$ cat config.mk
export PLATFORM = sky130hd
export DESIGN_NAME = addsub_arbiter
export DESIGN_NICKNAME = d
export VERILOG_FILES = /design/src/rtl/addsub_arbiter.sv
export SDC_FILE = /design/constraint.sdc
export NUM_CORES = 1
export LEC_CHECK = 0
export CAP_MARGIN = 10
export CORE_ASPECT_RATIO = 2
export CORE_MARGIN = 2
export CORE_UTILIZATION = 50
export CTS_BUF_LIST = sky130_fd_sc_hd__clkbuf_4 sky130_fd_sc_hd__clkbuf_8
export DETAILED_ROUTE_END_ITERATION = 8
export PLACE_DENSITY = 0.84
export REMOVE_ABC_BUFFERS = 1
export SLEW_MARGIN = 20
export SYNTH_ARGS = -nofsm -noshare
export SYNTH_HDL_FRONTEND = slang
export SYNTH_SLANG_ARGS = --single-unit
$ cat constraint.sdc
create_clock -name clk -period 14.6 [get_ports clk]
set_input_delay 2.92 -clock clk [delete_from_list [all_inputs] [get_ports clk]]
set_output_delay 2.92 -clock clk [all_outputs]
set_load 0.1 [all_outputs]
$ cat src/rtl/addsub_arbiter.sv
// Two-requester round-robin front end sharing one ripple add/sub datapath.
// Each operation is granted in IDLE, computed in EXEC and held in HOLD until consumed.

module addsub32 (
   input  logic [31:0] a_i,
   input  logic [31:0] b_i,
   input  logic        sub_i,
   output logic [31:0] ans_o,
   output logic        cout_o,
   output logic        v_o
);

   logic [31:0] bEff;
   logic        carry;
   logic        c31;

   // Ripple chain; subtraction is A + ~B + 1 with the +1 entering as carry-in.
   always_comb begin
      bEff  = b_i ^ {32{sub_i}};
      carry = sub_i;
      c31   = 1'b0;
      ans_o = '0;
      for (int i = 0; i < 32; i++) begin
         ans_o[i] = a_i[i] ^ bEff[i] ^ carry;
         if (i == 31) begin
            c31 = carry;
         end
         carry = (a_i[i] & bEff[i]) | (carry & (a_i[i] ^ bEff[i]));
      end
      cout_o = carry;
      v_o    = carry ^ c31;
   end

endmodule

module addsub_arbiter (
   input  logic        clk,
   input  logic        rst,
   input  logic        req0_valid,
   output logic        req0_ready,
   input  logic [31:0] req0_a,
   input  logic [31:0] req0_b,
   input  logic        req0_sub,
   input  logic        req1_valid,
   output logic        req1_ready,
   input  logic [31:0] req1_a,
   input  logic [31:0] req1_b,
   input  logic        req1_sub,
   output logic        rsp_valid,
   input  logic        rsp_ready,
   output logic        rsp_id,
   output logic [31:0] rsp_ans,
   output logic        rsp_cout,
   output logic        rsp_v,
   output logic [7:0]  ovf_count
);

   typedef enum logic [1:0] {
      IDLE,
      EXEC,
      HOLD
   } state_t;

   state_t      state_q;
   logic        lastGrant_q;
   logic [31:0] opA_q;
   logic [31:0] opB_q;
   logic        opSub_q;
   logic        opId_q;
   logic        rspValid_q;
   logic        rspId_q;
   logic [31:0] rspAns_q;
   logic        rspCout_q;
   logic        rspV_q;
   logic [7:0]  ovfCount_q;
   logic [7:0]  ovfCount_d;

   logic        grant0;
   logic        grant1;
   logic [31:0] dpAns;
   logic        dpCout;
   logic        dpV;

   addsub32 u_addsub32 (
      .a_i    (opA_q),
      .b_i    (opB_q),
      .sub_i  (opSub_q),
      .ans_o  (dpAns),
      .cout_o (dpCout),
      .v_o    (dpV)
   );

   // A lone requester always wins; on a tie the one not served last time wins.
   always_comb begin
      grant0 = 1'b0;
      grant1 = 1'b0;
      if (state_q == IDLE && !rst) begin
         grant0 = req0_valid & (~req1_valid | lastGrant_q);
         grant1 = req1_valid & (~req0_valid | ~lastGrant_q);
      end
   end

   always_comb begin
      ovfCount_d = ovfCount_q;
      if (rspV_q && ovfCount_q != 8'hFF) begin
         ovfCount_d = ovfCount_q + 8'd1;
      end
   end

   always_ff @(posedge clk or posedge rst) begin
      if (rst) begin
         state_q     <= IDLE;
         lastGrant_q <= 1'b1;
         opA_q       <= '0;
         opB_q       <= '0;
         opSub_q     <= 1'b0;
         opId_q      <= 1'b0;
         rspValid_q  <= 1'b0;
         rspId_q     <= 1'b0;
         rspAns_q    <= '0;
         rspCout_q   <= 1'b0;
         rspV_q      <= 1'b0;
         ovfCount_q  <= '0;
      end else begin
         case (state_q)
            IDLE: begin
               if (grant0 || grant1) begin
                  opA_q       <= grant1 ? req1_a : req0_a;
                  opB_q       <= grant1 ? req1_b : req0_b;
                  opSub_q     <= grant1 ? req1_sub : req0_sub;
                  opId_q      <= grant1;
                  lastGrant_q <= grant1;
                  state_q     <= EXEC;
               end
            end
            EXEC: begin
               rspAns_q   <= dpAns;
               rspCout_q  <= dpCout;
               rspV_q     <= dpV;
               rspId_q    <= opId_q;
               rspValid_q <= 1'b1;
               state_q    <= HOLD;
            end
            HOLD: begin
               // Response fields stay frozen until the consumer takes them.
               if (rsp_ready) begin
                  rspValid_q <= 1'b0;
                  ovfCount_q <= ovfCount_d;
                  state_q    <= IDLE;
               end
            end
            default: begin
               state_q <= IDLE;
            end
         endcase
      end
   end

   assign req0_ready = grant0;
   assign req1_ready = grant1;
   assign rsp_valid  = rspValid_q;
   assign rsp_id     = rspId_q;
   assign rsp_ans    = rspAns_q;
   assign rsp_cout   = rspCout_q;
   assign rsp_v      = rspV_q;
   assign ovf_count  = ovfCount_q;

endmodule

# After elaboration in Yosys (flattened, before gate mapping)
# Cells that the tools add are included.
# totals
regBits,113
word_cells,207
# classes
addsub,1
n_eq_ne,5
n_reduce_logical,10
n_bitwise,169
n_mux,10
# ops
operator,count
bitwise AND 1 bit,66
bitwise XOR 1 bit,65
2-to-1 mux 32 bit,2
OR 1 bit,34
bitwise XOR 32 bit,1
"adder 8 x 1 -> 8 bit, second input constant",1
"inequality test 8 bit, second input constant",1
one-hot mux 2 bit (3 select lines),1
AND reduction 2 bit,3
2-to-1 mux 1 bit,4
2-to-1 mux 2 bit,2
inverter 1 bit,3
AND reduction 3 bit,1
"== test 2 x 1 -> 1 bit, second input constant",1
"== test 2 bit, second input constant",1
logical AND 1 bit,2
logical NOT 2 bit,1
"inequality test 2 x 1 -> 1 bit, second input constant",1
"inequality test 2 bit, second input constant",1
one-hot mux 1 bit (2 select lines),1
nonzero test 2 bit,1
logical NOT 1 bit,1
logical OR 1 bit,1

# Longest topological paths before layout
# Gate-level depths: netlist of the first run.
# logic_depth
depth_word,67
depth_mapped,39

# By module
# From an unflattened synthesis of the first run, not the netlist that was laid out.
# unflattened
hier_cells,661
hier_area_um2,6716.4
# by_module_without_submodules
mod,n_inst,area_each_um2,cells_each
addsub_arbiter,1,5491.5,531
addsub32,1,1224.9,130

# Worst setup path after synthesis of the first run
# Ideal clock, no wire load.
# synth_path
path_type,register to register
from,register opSub_q
to,register rspAns_q[31] (netlist: rsp_ans[31])
path_stages_with_launch,39
path_buffers,2
setup_time_ps,126
period_less_slack_ps,13029
path_slack_ps,1571
t_arrival_ps,12903
required_time_ps,14474
path_cell_list,dfrtp_1 > clkbuf_1 > buf_2 > xnor2_1 > fa_1 > fa_1 > fa_1 > fa_1 > fa_1 > fa_1 > fa_1 > fa_1 > fa_1 > fa_1 > fa_1 > fa_1 > fa_1 > fa_1 > [3 not listed] > inv_1 > fa_1 > fa_1 > fa_1 > fa_1 > fa_1 > fa_1 > fa_1 > fa_1 > fa_1 > fa_1 > fa_1 > fa_1 > fa_1 > fa_1 > inv_1 > fa_1 > mux2_2
# synth_via
elab_chain_len,65
word_cells_on_any_way,127
# synth_lines
item,line_no,rtl
start: declaration,68,logic opSub_q;
start signal: assignment,130,opSub_q <= grant1 ? req1_sub : req0_sub;
bitwise XOR 32 bit,19,bEff = b_i ^ {32{sub_i}};
bitwise XOR 1 bit,28,carry = (a_i[i] & bEff[i]) | (carry & (a_i[i] ^ bEff[i]));
bitwise AND 1 bit,28,
OR 1 bit,28,
bitwise AND 1 bit,28,
OR 1 bit,28,
bitwise AND 1 bit,28,
OR 1 bit,28,
[50 not listed],-,
bitwise AND 1 bit,28,
OR 1 bit,28,
bitwise AND 1 bit,28,
OR 1 bit,28,
bitwise AND 1 bit,28,
OR 1 bit,28,
bitwise XOR 1 bit *,24,ans_o[i] = a_i[i] ^ bEff[i] ^ carry;
via dpAns[31],80,logic [31:0] dpAns;
end signal: assignment,137,rspAns_q <= dpAns;
end: declaration,72,logic [31:0] rspAns_q;
# Mark *: on every way through the listed nets, which the timed path passes. The rest lies on a longest branch.
# A chain may end at the register's enable or synchronous reset.

# Worst setup path in the final report of the first run
# Ends and elaborated chain as after synthesis.

==> metrics.txt, run 1 <==
# TYPE chip_impl_metric gauge
chip_impl_metric{name="setup_viol",unit=""} 0
chip_impl_metric{name="pin_count_of_the_biggest_net_entering_global_routing",unit=""} 85
chip_impl_info{name="worst_min_delay_path_class",value="flop to flop"} 1
chip_impl_info{name="synth_top_flop_cell",value="dfrtp_1"} 1
chip_impl_metric{name="grt_util_all_layers",unit="%"} 25.83
chip_impl_metric{name="holdWs",unit="ns"} 0.4764
chip_impl_metric{name="period_share",unit="%"} 92.04
chip_impl_metric{name="drc",unit=""} 0
chip_impl_metric{name="post_cts_buffers",unit=""} 0
chip_impl_info{name="worstSetupEndpointType",value="flop"} 1
chip_impl_metric{name="die_y",unit="um"} 161.9
chip_impl_metric{name="fmaxAchievable",unit="MHz"} 74.42
chip_impl_metric{name="worstPathMaxFanout",unit=""} 4
chip_impl_info{name="setup.worst_path.start_class",value="flop"} 1
chip_impl_metric{name="initial_core_utilization",unit="%"} 51.40
chip_impl_metric{name="finalClockSkew",unit="ns"} 0.01048
chip_impl_metric{name="synth_warnings",unit=""} 0
chip_impl_metric{name="htree_num_levels",unit=""} 4
chip_impl_metric{name="area_growth",unit="%"} 34.61
chip_impl_metric{name="layout.core_utilization",unit="%"} 69.20
chip_impl_metric{name="synth_edf_count",unit=""} 0
chip_impl_metric{name="die-area",unit="sq um"} 13430
chip_impl_metric{name="dr_total_vias",unit=""} 5643
chip_impl_metric{name="final_nets",unit=""} 957
chip_impl_metric{name="routed_wirelength",unit="um"} 17230
chip_impl_metric{name="worst_stage_delay_on_the_critical_path",unit="ns"} 0.44
chip_impl_metric{name="io_pins",unit=""} 181
chip_impl_metric{name="power_switching",unit="W"} 0.001015
chip_impl_metric{name="num_antenna_cells",unit=""} 0
chip_impl_metric{name="report.final.hold_viol_count",unit=""} 0
chip_impl_metric{name="placement_rows",unit=""} 57
chip_impl_info{name="worst_r2r_startpoint",value="opSub_q"} 1
chip_impl_metric{name="hpwl",unit="um"} 11910
chip_impl_metric{name="wl_per_cell",unit="um"} 18.13
chip_impl_metric{name="maximum_ir_drop_on_the_vdd_rail",unit="uV"} 156.5
chip_impl_info{name="rsz0062_at_grt",value="false"} 1
chip_impl_metric{name="async_flop_share",unit="%"} 100.0
chip_impl_metric{name="timing.final.ws_setup",unit="ns"} 1.163
chip_impl_info{name="critical_path.slowest_cell",value="dfrtp_2"} 1
chip_impl_metric{name="required",unit="ns"} 14.91
chip_impl_metric{name="drive_above_1_share",unit="%"} 6.974
chip_impl_metric{name="ys_types",unit=""} 38
chip_impl_metric{name="power.density",unit="nW/um^2"} 241.7
chip_impl_metric{name="syn_area_per_cell",unit="sq um"} 9.662
chip_impl_metric{name="drtAntennaViolNets",unit=""} 0
chip_impl_info{name="critPathLaunch",value="opSub_q"} 1
chip_impl_info{name="cts-root-buf",value="clkbuf_8"} 1
chip_impl_metric{name="detail_route.vias_per_cell",unit=""} 5.940
chip_impl_info{name="crit_type",value="flop to flop"} 1
chip_impl_metric{name="cts.clk_slew.worst_paths",unit="ns"} 0.06
chip_impl_metric{name="netlist_area",unit="sq um"} 6232
chip_impl_metric{name="global_route_wire_length_before_repair",unit="um"} 27400
chip_impl_metric{name="layout.filler_cells",unit=""} 898
chip_impl_metric{name="dp_worst_setup_slack",unit="ns"} 1.149
chip_impl_metric{name="report.final.slew_viol_count",unit=""} 0
chip_impl_metric{name="total_leakage_power",unit="nW"} 3.371
chip_impl_metric{name="grt_pass1_vias",unit=""} 5812
chip_impl_metric{name="grt-ovfl-total",unit=""} 0
chip_impl_metric{name="cellInternalPower",unit="W"} 0.001013
chip_impl_metric{name="worst_ep_arrival_time",unit="ns"} 13.74
chip_impl_info{name="outcome",value="complete, no violations"} 1
chip_impl_metric{name="synth_seq_cells",unit=""} 113
chip_impl_info{name="worst_path_most_repeated_cell",value="fa_1"} 1
chip_impl_metric{name="period_minus_slack",unit="ns"} 13.44
chip_impl_metric{name="clock_sink_count",unit=""} 113
chip_impl_metric{name="worst-slew-pin-transition",unit="ns"} 1.060
chip_impl_metric{name="syn-instance-count",unit=""} 645
chip_impl_metric{name="initial_antenna_violation_count",unit=""} 0
chip_impl_info{name="hold_start",value="rsp_ans[3]"} 1
chip_impl_metric{name="dr.first_iter.drc_count",unit=""} 322
chip_impl_metric{name="placed_cell_area",unit="sq um"} 7974
chip_impl_metric{name="tns",unit="ns"} 0
chip_impl_metric{name="clkPwrFrac",unit="%"} 14.7
chip_impl_metric{name="p_comb_share",unit="%"} 57.8
chip_impl_metric{name="fp.dieW",unit="um"} 82.95
chip_impl_metric{name="postCtsResizedCells",unit=""} 0
chip_impl_info{name="cts_tree",value="done"} 1
chip_impl_metric{name="drt_pre_antenna_iters",unit=""} 5
chip_impl_metric{name="power_frac_seq",unit="%"} 27.4
chip_impl_metric{name="routability_cong",unit=""} 0.8915
chip_impl_metric{name="clock_path_buffers",unit=""} 2
chip_impl_metric{name="port-buffer-count",unit=""} 180
chip_impl_metric{name="numCtsBuffers",unit=""} 17
chip_impl_metric{name="synth.yosys.seq_area_share",unit="%"} 45.39
chip_impl_metric{name="maxSlewHeadroom",unit="%"} 29.14
chip_impl_metric{name="clock_latency",unit="ns"} 0.43
chip_impl_metric{name="holdBufCountCts",unit=""} 0
chip_impl_metric{name="core-area",unit="sq um"} 12120
chip_impl_metric{name="maxCapViolCount",unit=""} 0
chip_impl_metric{name="final_area",unit="sq um"} 8389
chip_impl_metric{name="sw_frac_of_total",unit="%"} 50.05
==> layer usage <==
layer  up-vias  part of all wire (%)  track usage [%]
met5         -                     0                0
met1      2754                    34            26.65
met2       262                    55            46.92
li1       2560                     -                -
met4         0                   5.4            16.77
met3        67                   5.4            5.030
==> worst paths after layout <==
check	endpoint	slack, ns	cells after the start
max reg2reg	rsp_ans[31]	1.16	36
min	rsp_ans[3]	0.48	2
max in group asynchronous	opSub_q	10.23	3
min in group asynchronous	state_q[0]	3.07	2
max	rsp_ans[31]	1.16	36
min reg2reg	rsp_ans[3]	0.48	2
==> state kept, by name, summed over array words and instances (netlist names) <==
signal,count
opA_q,32
opB_q,32
rsp_ans,32
ovf_count,8
state_q,2
lastGrant_q,1
opId_q,1
opSub_q,1
rsp_cout,1
rsp_id,1
rsp_v,1
rsp_valid,1
==> cells by family after synthesis <==
family	after synthesis	share of synthesized area [%]
DFF	113	45.39
xor gates and xnor gates	35	4.919
AOI/OAI and AO/OA	236	20.58
muxes	10	1.787
adders and majority gates	32	10.16
and+or+nand+nor	122	9.838
buffers and inverters	97	7.328
==> cells in the mapped netlist, types with 2 or more instances <==
cell type	count	area [sq um]
a21o_1	2	15.01
a21oi_1	66	330.3
a31oi_1	66	412.9
buf_1	3	11.26
buf_2	26	130.1
buf_4	6	45.04
buf_6	5	56.30
clkbuf_1	21	78.83
dfrtp_1	112	2803
fa_1	31	620.6
inv_1	36	135.1
mux2_1	3	33.78
mux2_2	6	67.56
nand2_1	35	131.4
nand2b_1	4	25.02
nand3_1	67	335.3
nand4_1	4	25.02
nand4b_1	2	17.52
o21ai_0	58	290.3
o21ai_1	41	205.2
xnor2_1	32	280.3
xor2_1	3	26.28
==> cell type report <==
cell class / instances / area [sq um] / share of cell area, %
Inverter: 36 / 137.6 / 1.641
Clock inverter: 9 / 103.9 / 1.238
Multi-Input combinational cell: 435 / 2969 / 35.39
Sequential cell: 113 / 2830 / 33.74
Timing Repair Buffer: 187 / 1854 / 22.10
Tap cell: 147 / 183.9 / 2.192
Clock buffer: 23 / 310.3 / 3.699
==> cell usage in the layout (no fill, tap or decap), types with 4 or more instances in the layout <==
master	netlist	final
clkdlybuf4s50_1	0	180
dfrtp_1	112	111
nand3_1	67	67
a21oi_1	66	66
a31oi_1	66	66
o21ai_0	58	58
o21ai_1	41	41
nand2_1	35	35
inv_1	36	35
xnor2_1	32	32
fa_1	31	31
clkbuf_8	0	22
buf_4	6	7
mux2_2	6	6
nand4_1	4	4
clkinv_2	0	4
==> power groups by stage <==
stage	combinational, W	clock (W)	sequential (W)
6_report	0.00117	0.000299	0.000557
5_1_grt	0.00128	0.000318	0.000570
4_1_cts	0.00119	0.000303	0.000555
3_5_place_dp	0.00117	0	0.000558
3_3_place_gp	0.00112	0	0.000549
2_1_floorplan	0.000480	0	0.000910
==> stage by stage <==
stage,instances,power (W)
after floorplan,584,0.001390
final,950,0.002028
after CTS,950,0.002043
after global routing,950,0.002169
after global placement,918,0.001674
after detailed placement,918,0.001731
==> worst max-delay path, delay by kind of cell, from the launching register on <==
| family | cells | cell delay (ns) |
|---|---|---|
| mux | 1 | 0.28 |
| fa+ha+maj | 31 | 12.21 |
| xor+xnor | 1 | 0.16 |
| buf+inv | 3 | 0.23 |
| flops | 1 | 0.44 |
(Power assumes the default switching activity.)
==> run 2: changes to the inputs <==
GPL_ROUTABILITY_DRIVEN = 0   (was default)
==> results of run 2 <==
Final layout, timing and power as in run 1 (identical DEF).
==> patch 1 (config.mk and constraints of run 2) <==
Re-encode `state_t` (3 states) as one-hot, 3 bits wide.
--- a/src/rtl/addsub_arbiter.sv
+++ b/src/rtl/addsub_arbiter.sv
@@ -55,10 +55,10 @@
    output logic [7:0]  ovf_count
 );
 
-   typedef enum logic [1:0] {
-      IDLE,
-      EXEC,
-      HOLD
+   typedef enum logic [2:0] {
+      IDLE = 3'b001,
+      EXEC = 3'b010,
+      HOLD = 3'b100
    } state_t;
 
    state_t      state_q;
Formal check against the unedited RTL: no difference found for any inputs over 4 cycles, from zero or initial values and one cycle with rst high; so few cycles prove little.
==> patch 1 against run 2 <==
Final area decreased by 4.1%. Non-clock buffer count grew 1. Worst setup slack got worse by 58 ps. Power fell by 2.0%. Sequential cell count increased by 1. Wire length down 11%. Area after synthesis down 8.1%. Critical path depth did not move. Largest cell class is now sequential cells.
==> patch 1: results (changes against run 2) <==
- Max clock buf depth: 2 (unchanged)
- Synth top area cells: dfrtp_1 49%, fa_1 11%, o22ai_1 7.1%
- Netlist cell types: 32 (-16%)
- Skew final: 11.3 ps (+0.790 ps)
- Slew @ Worst Pin: 1040 ps (-21.9 ps)
- CTS Buf Count: 17 (unchanged)
- Fill cells: 827 (-7.9%)
- First-pass GRT wire length: 24.3 mm (-11%)
- Skew-Pair Late Insertion Delay: 430 ps (about the same)
- Clock root buffer: clkbuf_8
- Leakage: 0.00343 µW (+1.9%)
- ANT cells: 0 (unchanged)
- Initial DRC count: 217 (-33%)
- Hold Path Class: flop to flop
- Post_cts resized: 0 (unchanged)
- Initial antenna violation count: 0 (unchanged)
- Async SR Flop Fraction: 1.00 (unchanged)
- Vias in the first global route: 5148 (-11%)
- Vias: 4923 (-13%)
- H-tree depth: 4 (unchanged)
- Largest net degree at the start of global routing: 82 (-3.5%)
- Critical Path Max Stage Delay: 440 ps (about the same)
- Yosys warning count: 0 (unchanged)
- Post-CTS setup buffer count: 0 (unchanged)
- Worst path arrival time: 13800 ps (+60 ps)
- Worst-path clk slew: about 70 ps
- Worst IR Drop VDD: 0.000142 V (-9.5%)
- Cells after DPL: 860 (-6.3%)
- CP Max Fanout: 4 (unchanged)
- Sw Ratio: 0.479 (-0.0210)
- Most frequent cells after synthesis: 112 x dfrtp_1, 73 x nor2_1, 71 x a21oi_1
- Port Buffers: 180 (unchanged)
- GR Util All Layers: 0.258 (about the same)
- NumNets Final: 904 (-5.5%)
- Status: complete, no violations
- DP Wirelength: 10.7 mm (-11%)
- Sequential element share of the synthesized area: 0.498 (+0.0443)
- Via density: 5.52 (-7.1%)
- WL/cell: 17.1 µm (-5.5%)
- Pre-antenna DRT Iters: 4 (-1)
- Layout cells sized above 1: 0.0760 (+0.00626)
- Slowest cell on the critical path: dfrtp_2
- Post-Syn Area per Cell: 10.1 µm² (+4.2%)
patch 1: power groups by stage:
stage,Sequential [µW],Combinational [µW],Clock [µW]
final,554,1120,315
after global routing,568,1230,336
after CTS,553,1130,320
after detailed placement,557,1120,0
after global placement,547,1060,0
after floorplan,866,490,0
patch 1: routing by layer:
metal / global-route usage / wire length [µm]
met1: 0.277 / 5410
met2: 0.458 / 8660
met3: 0.0615 / 617
met4: 0.135 / 594
met5: 0 / 0
patch 1: critical path: cells and delay by family, from the launching register on:
kind | cells | cell delay (ps)
flip-flops | 1 | 440
XOR/XNOR | 1 | 160
multiplexers | 1 | 300
adder cells (fa/ha/maj) | 31 | 12240
buffers and inverters | 3 | 230
patch 1: path summary, 6_finish.rpt:
check	start	to	slack, ps	cells past startpoint
worst max-delay path	opSub_q	rsp_ans[31]	1110	36
worst min-delay path	rsp_ans[25]	rsp_ans[25]	480	2
worst max register to register	opSub_q	rsp_ans[31]	1110	36
worst min register to register	rsp_ans[25]	rsp_ans[25]	480	2
max in group asynchronous	rst	opSub_q	10520	3
min in group asynchronous	rst	ovf_count[5]	2960	2
patch 1: cell families (layout without fill, tap and decap cells):
family / Yosys count / count (layout) / share of synthesized area
compound gates: 170 / 170 / 0.164
simple gates: 130 / 130 / 0.0954
flops: 114 / 114 / 0.498
buf+inv: 76 / 257 / 0.0561
xor+xnor: 35 / 35 / 0.0535
fa+ha+maj: 32 / 32 / 0.110
mux: 12 / 12 / 0.0227
patch 1: layout make-up:
type | count | share of cell area
Clock inverter | 10 | 0.0160
Clock buffer | 22 | 0.0376
Sequential cell | 114 | 0.355
Inverter | 37 | 0.0176
Timing Repair Buffer | 188 | 0.232
Tap cell | 142 | 0.0221
Multi-Input combinational cell | 379 | 0.320
patch 1: stage by stage:
step / setup WS (ps) / utilization / area, µm² / power (µW)
2_1_floorplan: 1030 / - / 5550 / 1360
3_3_place_gp: 1370 / 0.679 / 7610 / 1610
3_5_place_dp: 1190 / 0.679 / 7610 / 1670
4_1_cts: 1080 / 0.717 / 8040 / 2000
5_1_grt: 696 / 0.717 / 8050 / 2130
6_report: 1110 / 0.717 / 8050 / 1990
==> patch 2 (settings of run 2) <==
Without the edit above. Reset style: synchronous (`rst`), changed in one clocked block.
--- a/src/rtl/addsub_arbiter.sv
+++ b/src/rtl/addsub_arbiter.sv
@@ -107,7 +107,7 @@
       end
    end
 
-   always_ff @(posedge clk or posedge rst) begin
+   always_ff @(posedge clk) begin
       if (rst) begin
          state_q     <= IDLE;
          lastGrant_q <= 1'b1;
Behaviour: differs if rst is asserted again (counterexample within 4 cycles, from zero or initial values and one cycle with rst high); with rst held inactive, the same outputs for 4 cycles.
==> patch 2 against run 2 <==
Utilization grew 2.5 points. Sequential cell count is the same. Worst setup slack gained 91 ps. Wire length shrank 14%. Final area shrank 7.0%. Via count shrank 8.3%. Area after synthesis shrank 10%. Fmax grew 0.68%.
Power is not compared: it rests on default switching activity, and its combinational part moved more than twofold at a synthesized area within 25%.
==> patch 2: results (changes against run 2) <==
- Skew-Pair Late Insertion Delay: 430 ps (about the same)
- NumNets Final: 972 (+1.6%)
- Post_cts resized: 0 (unchanged)
- Slowest cell on the critical path: fa_1
- Worst path arrival time: 13650 ps (-90 ps)
- Vias in the first global route: 5408 (-7.0%)
- Clock root buffer: clkbuf_8
- Skew final: 11.5 ps (+1.04 ps)
- Most frequent cells after synthesis: 143 x nand2_1, 113 x dfxtp_1, 104 x nor2_1
- Post-CTS setup buffer count: 0 (unchanged)
- DP Area: 7380 µm² (-7.5%)
- DP Wirelength: 10.8 mm (-9.1%)
- H-tree depth: 4 (unchanged)
- Netlist cell types: 33 (-13%)
- Hold Path Class: flop to flop
- Pre-antenna DRT Iters: 5 (unchanged)
- Synth top area cells: dfxtp_1 41%, fa_1 11%, a311oi_1 10%
- Top FF cell, synth: dfxtp_1
- CTS Buf Count: 17 (unchanged)
- Async SR Flop Fraction: 0 (-1.00)
- CP Max Fanout: 31 (+27)
- Worst IR Drop VDD: about 0.00007 V
- Largest net degree at the start of global routing: 80 (-5.9%)
- Fill cells: 826 (-8.0%)
- Critical Path Max Stage Delay: 460 ps (+20 ps)
- Worst-path clk slew: approximately 70 ps
- NetSw: between 300 and 400 µW
- Status: complete, no violations
- GR Util All Layers: 0.254 (-0.00391)
- Layout cells sized above 1: 0.0550 (-0.0147)
- Slew @ Worst Pin: 1060 ps (+3.11 ps)
- Port Buffers: 180 (unchanged)
- Via density: 5.40 (-9.1%)
- Leakage: around 0.0027 µW
- Sequential element share of the synthesized area: 0.405 (-0.0489)
- Max clock buf depth: 2 (unchanged)
- WL/cell: 15.4 µm (-15%)
- First-pass GRT wire length: 23.9 mm (-13%)
- Initial DRC count: 235 (-27%)
- Yosys warning count: 0 (unchanged)
- Initial antenna violation count: 1 (+1)
-- patch 2: cell count changes after synthesis, sizes merged, moves of 9 or more --
cell | run 2 | this run
a211oi | 0 | 31
a21oi | 66 | 9
a311oi | 0 | 65
a31oi | 66 | 0
buf | 40 | 23
dfrtp | 112 | 0
dfxtp | 0 | 113
mux2 | 9 | 0
nand2 | 35 | 143
nand3 | 67 | 4
nor2 | 2 | 104
o21ai | 99 | 5
-- patch 2: final timing paths --
| check | startpoint | endpoint | slack (ps) | cells past startpoint |
|---|---|---|---|---|
| setup / recovery | opSub_q | rsp_ans[31] | 1250 | 37 |
| setup reg to reg | opSub_q | rsp_ans[31] | 1250 | 37 |
| hold reg to reg | rsp_id | rsp_id | 470 | 2 |
| hold / removal | rsp_id | rsp_id | 470 | 2 |
-- patch 2: final cells by class --
type	count	area, µm²	share of cell area
diodes	1	2.50	0.000321
multi-input cells	453	2970	0.381
clock buffers	21	283	0.0363
well taps	140	175	0.0225
flip-flops and latches	113	2260	0.290
repair buffers	186	1840	0.236
clock inverters	11	135	0.0173
inverters	34	128	0.0164
-- patch 2: logic make-up after synthesis --
kind of cell / Yosys count / synth area share
AOI/OAI and AO/OA: 112 / 0.159
xor gates and xnor gates: 35 / 0.0549
adders and majority gates: 32 / 0.113
buffers and inverters: 86 / 0.0663
DFF: 113 / 0.405
muxes: 4 / 0.00717
and+or+nand+nor: 270 / 0.194
-- patch 2: power by group through the flow --
stage	Sequential [µW]	Clock [µW]	Combinational, µW
global placement	366	0	281
finish	361	308	287
CTS	361	313	290
floorplan	454	0	102
global route	364	327	310
detailed placement	368	0	288
-- patch 2: metal layers --
metal | global-route usage | routed length, µm
met1 | 0.243 | 5030
met2 | 0.476 | 8430
met3 | 0.0579 | 636
met4 | 0.152 | 692
met5 | 0 | 0
-- patch 2: through the flow --
stage / util / instances / setup WS [ps]
2_1_floorplan: - / 600 / 1120
3_5_place_dp: 0.678 / 926 / 1270
4_1_cts: 0.717 / 958 / 1220
5_1_grt: 0.717 / 959 / 793
3_3_place_gp: 0.678 / 926 / 1670
6_report: 0.717 / 959 / 1250
-- patch 2: worst max-delay path, delay by kind of cell, from the launching register on --
| family | cells | cell delay, ps |
|---|---|---|
| adders and majority gates | 30 | 11860 |
| and+or+nand+nor | 1 | 80 |
| buffers and inverters | 4 | 660 |
| DFF | 1 | 360 |
| xor gates and xnor gates | 1 | 170 |
| AOI/OAI and AO/OA | 1 | 70 |
